**config.mk**
```make
export PLATFORM = sky130hd
export DESIGN_NAME = mux_scan_ctrl
export DESIGN_NICKNAME = d
export VERILOG_FILES = /design/src/rtl/mux_scan_ctrl.sv
export SDC_FILE = /design/constraint.sdc
export NUM_CORES = 1
export LEC_CHECK = 0
export BUFFER_PORTS_ARGS = -buffer_cell sky130_fd_sc_hd__buf_4
export CORE_MARGIN = 10
export CORE_UTILIZATION = 52
export DETAILED_ROUTE_END_ITERATION = 16
export PLACE_DENSITY_LB_ADDON = 0.15
export SLEW_MARGIN = 20
export SYNTH_ARGS = -nofsm -noshare
export SYNTH_HDL_FRONTEND = slang
export SYNTH_SLANG_ARGS = --single-unit
```
**constraint.sdc**
```tcl
create_clock -name clk -period 1.9 [get_ports clk]
set_input_delay 0.285 -clock clk [delete_from_list [all_inputs] [get_ports clk]]
set_output_delay 0.285 -clock clk [all_outputs]
set_load 0.005 [all_outputs]
```
**src/rtl/mux_scan_ctrl.sv**
```systemverilog
// Scan sequencer for mux_n_to_1: steps sel through channels 0..N-1, samples mux_out
// after SETTLE dwell cycles and hands the assembled word out on valid/ready.
// Define MUX_SCAN_CONT_EN for continuous mode (DONE+ready restarts a scan directly).
module mux_scan_ctrl #(
  parameter int N      = 8,
  parameter int SETTLE = 0
) (
  input  logic                 clk,
  input  logic                 rst_n,
  input  logic                 start,
  input  logic                 mux_out,
  output logic [$clog2(N)-1:0] sel,
  output logic                 busy,
  output logic [N-1:0]         word,
  output logic                 valid,
  input  logic                 ready
);

  localparam int SW = $clog2(N);
  localparam logic [SW-1:0] LAST_IDX = SW'(N - 1);
  localparam logic [3:0]    SETTLE_C = 4'(SETTLE);

  typedef enum logic [1:0] {
    ST_IDLE = 2'd0,
    ST_SCAN = 2'd1,
    ST_DONE = 2'd2
  } state_t;

  state_t        state_r, state_nxt_s;
  logic [3:0]    dwell_r, dwell_nxt_s;
  logic [N-1:0]  cap_r, cap_nxt_s, cap_set_s;
  logic [SW-1:0] sel_nxt_s;
  logic [N-1:0]  word_nxt_s;
  logic          busy_nxt_s, valid_nxt_s;
  logic          sample_s, last_s;

  assign sample_s = (state_r == ST_SCAN) && (dwell_r == SETTLE_C);
  assign last_s   = (sel == LAST_IDX);

  // Capture register with the current channel's bit already merged in.
  always_comb begin
    cap_set_s      = cap_r;
    cap_set_s[sel] = mux_out;
  end

  // State register.
  always_ff @(posedge clk or negedge rst_n) begin
    if (!rst_n) begin
      state_r <= ST_IDLE;
    end else begin
      state_r <= state_nxt_s;
    end
  end

  // Next-state logic.
  always_comb begin
    state_nxt_s = state_r;
    case (state_r)
      ST_IDLE: begin
        if (start) state_nxt_s = ST_SCAN;
        else       state_nxt_s = ST_IDLE;
      end
      ST_SCAN: begin
        if (sample_s && last_s) state_nxt_s = ST_DONE;
        else                    state_nxt_s = ST_SCAN;
      end
      ST_DONE: begin
`ifdef MUX_SCAN_CONT_EN
        if (ready) state_nxt_s = ST_SCAN;
        else       state_nxt_s = ST_DONE;
`else
        if (ready) state_nxt_s = ST_IDLE;
        else       state_nxt_s = ST_DONE;
`endif
      end
      default: state_nxt_s = ST_IDLE;
    endcase
  end

  // Datapath and output next values; outputs are registered below.
  always_comb begin
    sel_nxt_s   = sel;
    dwell_nxt_s = dwell_r;
    cap_nxt_s   = cap_r;
    word_nxt_s  = word;
    case (state_r)
      ST_SCAN: begin
        if (sample_s) begin
          dwell_nxt_s = 4'd0;
          cap_nxt_s   = cap_set_s;
          if (last_s) begin
            word_nxt_s = cap_set_s;
            sel_nxt_s  = '0;
          end else begin
            sel_nxt_s = sel + SW'(1);
          end
        end else begin
          dwell_nxt_s = dwell_r + 4'd1;
        end
      end
      ST_IDLE, ST_DONE: begin
        // Leaving either state always starts a scan from channel 0 with a clean capture.
        sel_nxt_s   = '0;
        dwell_nxt_s = 4'd0;
        cap_nxt_s   = '0;
      end
      default: begin
        sel_nxt_s   = '0;
        dwell_nxt_s = 4'd0;
        cap_nxt_s   = '0;
      end
    endcase
    busy_nxt_s  = (state_nxt_s != ST_IDLE);
    valid_nxt_s = (state_nxt_s == ST_DONE);
  end

  // Datapath and output registers.
  always_ff @(posedge clk or negedge rst_n) begin
    if (!rst_n) begin
      sel     <= '0;
      dwell_r <= 4'd0;
      cap_r   <= '0;
      word    <= '0;
      busy    <= 1'b0;
      valid   <= 1'b0;
    end else begin
      sel     <= sel_nxt_s;
      dwell_r <= dwell_nxt_s;
      cap_r   <= cap_nxt_s;
      word    <= word_nxt_s;
      busy    <= busy_nxt_s;
      valid   <= valid_nxt_s;
    end
  end

endmodule

```
# --- Word level (Yosys, flattened, before mapping) ---
# Cells that the tools add are included.
totals:
  regBits: 27
  latch_bits: 0
  mem_bits_rw: 0
  rom_bits: 0
  in_bits: 5
  mem_count: 0
op_classes:
  addsub: 2
  n_mul: 0
  n_div: 0
  n_lt_le_gt_ge: 2
  n_eq_ne: 5
  n_shift: 0
  n_mux: 14
  bitwise: 0
  n_reduce_logical: 7
op_table:
  columns: ["cell", "count"]
  rows:
  - ["8-bit two-way mux", 2]
  - ["3-bit two-way mux", 3]
  - ["8-bit bitwise mux", 1]
  - ["4-bit two-way mux", 2]
  - ["2-bit one-hot mux with 3 select lines", 1]
  - ["4-bit by 1-bit adder with 4-bit output, second input constant", 1]
  - ["2-bit equality test, second input constant", 2]
  - ["4-bit zero test", 1]
  - ["3-bit by 4-bit less-than comparator with 1-bit output, second input constant", 1]
  - ["2-bit two-way mux", 2]
  - ["3-bit by 1-bit adder with 3-bit output, second input constant", 1]
  - ["1-bit demux with 3-bit select", 1]
  - ["3-bit equality test, second input constant", 1]
  - ["3-bit by 1-bit greater-or-equal comparator with 1-bit output, second input constant", 1]
  - ["1-bit logical AND", 3]
  - ["3-bit AND reduction", 1]
  - ["2-bit by 1-bit equality test with 1-bit output, second input constant", 1]
  - ["2-bit zero test", 1]
  - ["1-bit two-way mux", 2]
  - ["2-bit != test, second input constant", 1]
  - ["2-bit nonzero test", 1]

# --- Logic depth before layout (Yosys ltp) ---
depth:
  depth_word: 7
  mapped_depth: 6
  mapped_depth_nobuf: 5

# --- Least setup slack after synthesis ---
# No wires, ideal clock.
synth_timing:
  kind: "register -> register"
  from: "register sel[2]"
  to: "register word[1]"
  t_arrival_ns: 1.330
  setup_slack_ns: 0.446
  path_stages_with_launch: 5
  synth_period_minus_slack_ns: 1.454
  path_cell_list: "dfrtp_1 -> buf_6 -> nor3b_1 -> mux2_2 -> mux2_2"
synth_between:
  elab_chain_cells: 5
  word_cells_on_any_way: 8
  classes_between: "order compare (2); eq/ne (1); mux (3); reduce/logical (2)"
synth_lines:
  columns: ["item", "line_no", "rtl"]
  rows:
  - ["start: declaration", "12", "output logic [$clog2(N)-1:0] sel,"]
  - ["start signal: assignment", "127", "sel <= sel_nxt_s;"]
  - ["3-bit by 4-bit less-than comparator with 1-bit output (not written as such) or 3-bit by 1-bit greater-or-equal comparator with 1-bit output (tied branches)", "43", "cap_set_s[sel] = mux_out;"]
  - ["1-bit logical AND (not written as such)", "43", null]
  - ["1-bit two-way mux (not written as such)", "43", null]
  - ["1-bit demux with 3-bit select", "43", null]
  - ["8-bit bitwise mux", "43", null]
  - ["end signal: assignment", "130", "word <= word_nxt_s;"]
  - ["end: declaration", "14", "output logic [N-1:0] word,"]
# Parallel ways exist; a longest one is shown, timed or not.
# A chain may end at the register's enable or synchronous reset.

# --- Worst setup path after layout ---
layout_timing:
  from: "register dwell_r[0]"
  to: "register sel[0]"
layout_between:
  elab_chain_cells: 3
layout_lines:
  columns: ["item", "line_no", "rtl"]
  rows:
  - ["start: declaration", "30", "logic [3:0] dwell_r, dwell_nxt_s;"]
  - ["start signal: assignment", "128", "dwell_r <= dwell_nxt_s;"]
  - ["4-bit zero test", "37", "assign sample_s = (state_r == ST_SCAN) && (dwell_r == SETTLE_C);"]
  - ["1-bit logical AND", "37", null]
  - ["2-bit != test (no line)", null, null]
# No other way between the ends.

==> impl_metrics.json <==
{
  "hold_viol": 0,
  "worstPathCellList": "inv_1 > ha_1 > nor3b_4 > nor2_1 > a22o_2",
  "antenna_found_initial": 0,
  "path_max_fanout": 11,
  "place_inst": 135,
  "hold_path.startpoint": "ready",
  "skew_ps": 8.25,
  "startpoint_type": "flop",
  "stdcell_count": 140,
  "clk_latency_ps": 320,
  "slowest_delay_ps": 580,
  "cts_inserted_buffers": 3,
  "crit_type": "reg2reg",
  "avgSynthCellArea_sq_um": 13.5,
  "cp_num_buf_inv": 1,
  "port_buffers": 17,
  "hpwl_mm": 1.53,
  "finalNetCount": 122,
  "ys_warn_count": 0,
  "dr.pass1.iters": 4,
  "p_per_area_mw_per_mm2": 1380,
  "synth-seq-cells": 27,
  "gr-usage-met3_pct": 3.71,
  "cts.sinks": 27,
  "grtUsageMet1_pct": 11.3,
  "holdWs_ps": 135,
  "post_cts_resized": 0,
  "layout_common_cells": "dfrtp_1 (27), buf_4 (18), mux2_2 (16), a22o_1 (9)",
  "dpl_worst_slack_ps": 188,
  "vias": 786,
  "arrival_ps": 1990,
  "synth_nets": 103,
  "clock_path_buffers": 2,
  "relSlewSlack_pct": 50.2,
  "period_share_pct": 91.0,
  "drc": 0,
  "whs_path_depth": 2,
  "overflow": 0,
  "root_buffer": "clkbuf_4",
  "fillers": 181,
  "tritoncts": "built",
  "antenna_left": 0,
  "tightest_slew_ps": 744,
  "drtIter0Drc": 22,
  "rows": 17,
  "leakagePower_uw": 0.000697,
  "outcome": "finished clean",
  "io_pins": 18,
  "r2r_start": "dwell_r[0]$_DFF_PN0_",
  "synth_cells": 94,
  "max_freq_mhz": 578,
  "mostFrequentLayoutCell": "dfrtp_1",
  "ys_seq_area_share_pct": 53.4,
  "critPathCaptureType": "flop",
  "routed_wl_mm": 2.17,
  "wl_per_cell_um": 15.5,
  "cts.clk_slew.worst_paths_ps": 130,
  "syn_area_sq_mm": 0.00127,
  "tns_ps": 0,
  "gp_congestion": 0.727,
  "crit_slowest_cell": "nor2_1",
  "setup_ws_ps": 171,
  "worstHoldPathType": "in2reg",
  "die_area_sq_mm": 0.00481,
  "start_util_pct": 55.6,
  "ir_drop_mv": 0.743,
  "grt_start_max_net_pins": 28,
  "fp.dieW_um": 69.3,
  "ys_types": 24,
  "rsz0062_at_grt": "no",
  "drv_cap": 0,
  "cts-htree-levels": 1,
  "min_to": "busy$_DFF_PN0_",
  "period_needed_ps": 1730,
  "die_h_um": 69.3,
  "grt_pass1_wl_mm": 3.93,
  "cpLargestDelayFamily": "simple AND/OR/NAND/NOR gates",
  "ff2ff_path_depth": 5,
  "n_antenna_cell": 0,
  "core_area_sq_mm": 0.00228,
  "critPathRequiredTime_ps": 2160,
  "r2r-end": "sel[0]$_DFFE_PN0P_",
  "grt_pass1_vias": 855,
  "grt-busiest-layer": "met2",
  "use_met2_pct": 14.8,
  "grt_use_total_pct": 9.46,
  "r2r_slack_ps": 170,
  "finalMaxSlewViolations": 0,
  "finalSetupViolations": 0,
  "syn_to_final_growth_pct": 12.7,
  "routed_via_density": 5.61,
  "drive_gt1_share_pct": 38.4
}
## logic make-up after synthesis
group	count (synthesis)	synth area share (%)
AOI/OAI and AO/OA	15	10.1
xor gates and xnor gates	2	1.38
adders and majority gates	4	3.95
buffers and inverters	7	4.25
DFF	27	53.4
muxes	16	14.2
and+or+nand+nor	23	12.7
## repair_timing
action | in CTS | in global routing
buffers inserted | 0 | 0
hold endpoints to repair | 27 | 0
hold buffers | 1 | 0
## sequential cells by signal (all words and copies together), names as in the netlist
register / cells
cap_r: 8
word: 8
dwell_r: 4
sel: 3
state_r: 2
busy: 1
valid: 1
## Yosys cell counts
cell | count | area, sq um
a22oi_1 | 2 | 15.0
buf_4 | 1 | 7.51
buf_6 | 3 | 33.8
nand2b_1 | 3 | 18.8
dfrtp_1 | 27 | 676
mux2_2 | 16 | 180
nor2_1 | 4 | 15.0
ha_1 | 4 | 50.1
a211oi_1 | 1 | 7.51
inv_1 | 2 | 7.51
a22o_1 | 9 | 78.8
nand3_1 | 2 | 10.0
a22o_2 | 2 | 20.0
nor3b_1 | 3 | 22.5
xor2_1 | 1 | 8.76
buf_2 | 1 | 5.00
nor2b_2 | 1 | 8.76
nand3_4 | 1 | 17.5
nor3b_4 | 1 | 18.8
nor3_1 | 3 | 15.0
and2_1 | 2 | 12.5
nand3b_1 | 3 | 22.5
o22ai_1 | 1 | 6.26
xnor2_1 | 1 | 8.76
## final cells by class
cell class                 count  area [sq um]  share of cell area [%]
timing repair buffer          19           145                    10.2
sequential                    27           676                    47.3
clock inverter                 1          5.00                   0.351
clock buffer                   3          22.5                    1.58
inverter                       2          7.51                   0.526
multi-input combinational     60           537                    37.6
tap                           28          35.0                    2.45
## through the flow
stage	util (%)	power, uW	cell area [sq um]
global placement	61.1	1730	1390
CTS	62.7	2000	1430
global route	62.7	2140	1430
finish	62.7	1970	1430
detailed placement	61.1	1750	1390
floorplan	-	1500	1270
## power breakdown
| group | total, uW | switching, uW | internal [uW] |
|---|---|---|---|
| logic | 779 | 295 | 484 |
| registers | 953 | 183 | 769 |
| clock network | 237 | 159 | 78.7 |
## worst max path at each step
stage | start | to | slack [ps] | depth (start not counted)
3_3_place_gp | dwell_r[0]$_DFF_PN0_ | cap_r[5]$_DFFE_PN0P_ | 260 | 5
6_report | dwell_r[0]$_DFF_PN0_ | sel[0]$_DFFE_PN0P_ | 170 | 5
2_1_floorplan | sel[2]$_DFFE_PN0P_ | word[1]$_DFFE_PN0P_ | 450 | 4
3_5_place_dp | dwell_r[0]$_DFF_PN0_ | sel[0]$_DFFE_PN0P_ | 190 | 5
4_1_cts | dwell_r[0]$_DFF_PN0_ | sel[0]$_DFFE_PN0P_ | 180 | 5
5_1_grt | dwell_r[0]$_DFF_PN0_ | sel[0]$_DFFE_PN0P_ | 50 | 5
## metal layers
layer | part of all wire (%) | routed length, um
met2 | 43 | 930
met1 | 49 | 1050
met5 | 0 | 0
met4 | 1.2 | 26
met3 | 7.2 | 155
Power figures use the tool's default switching activity.
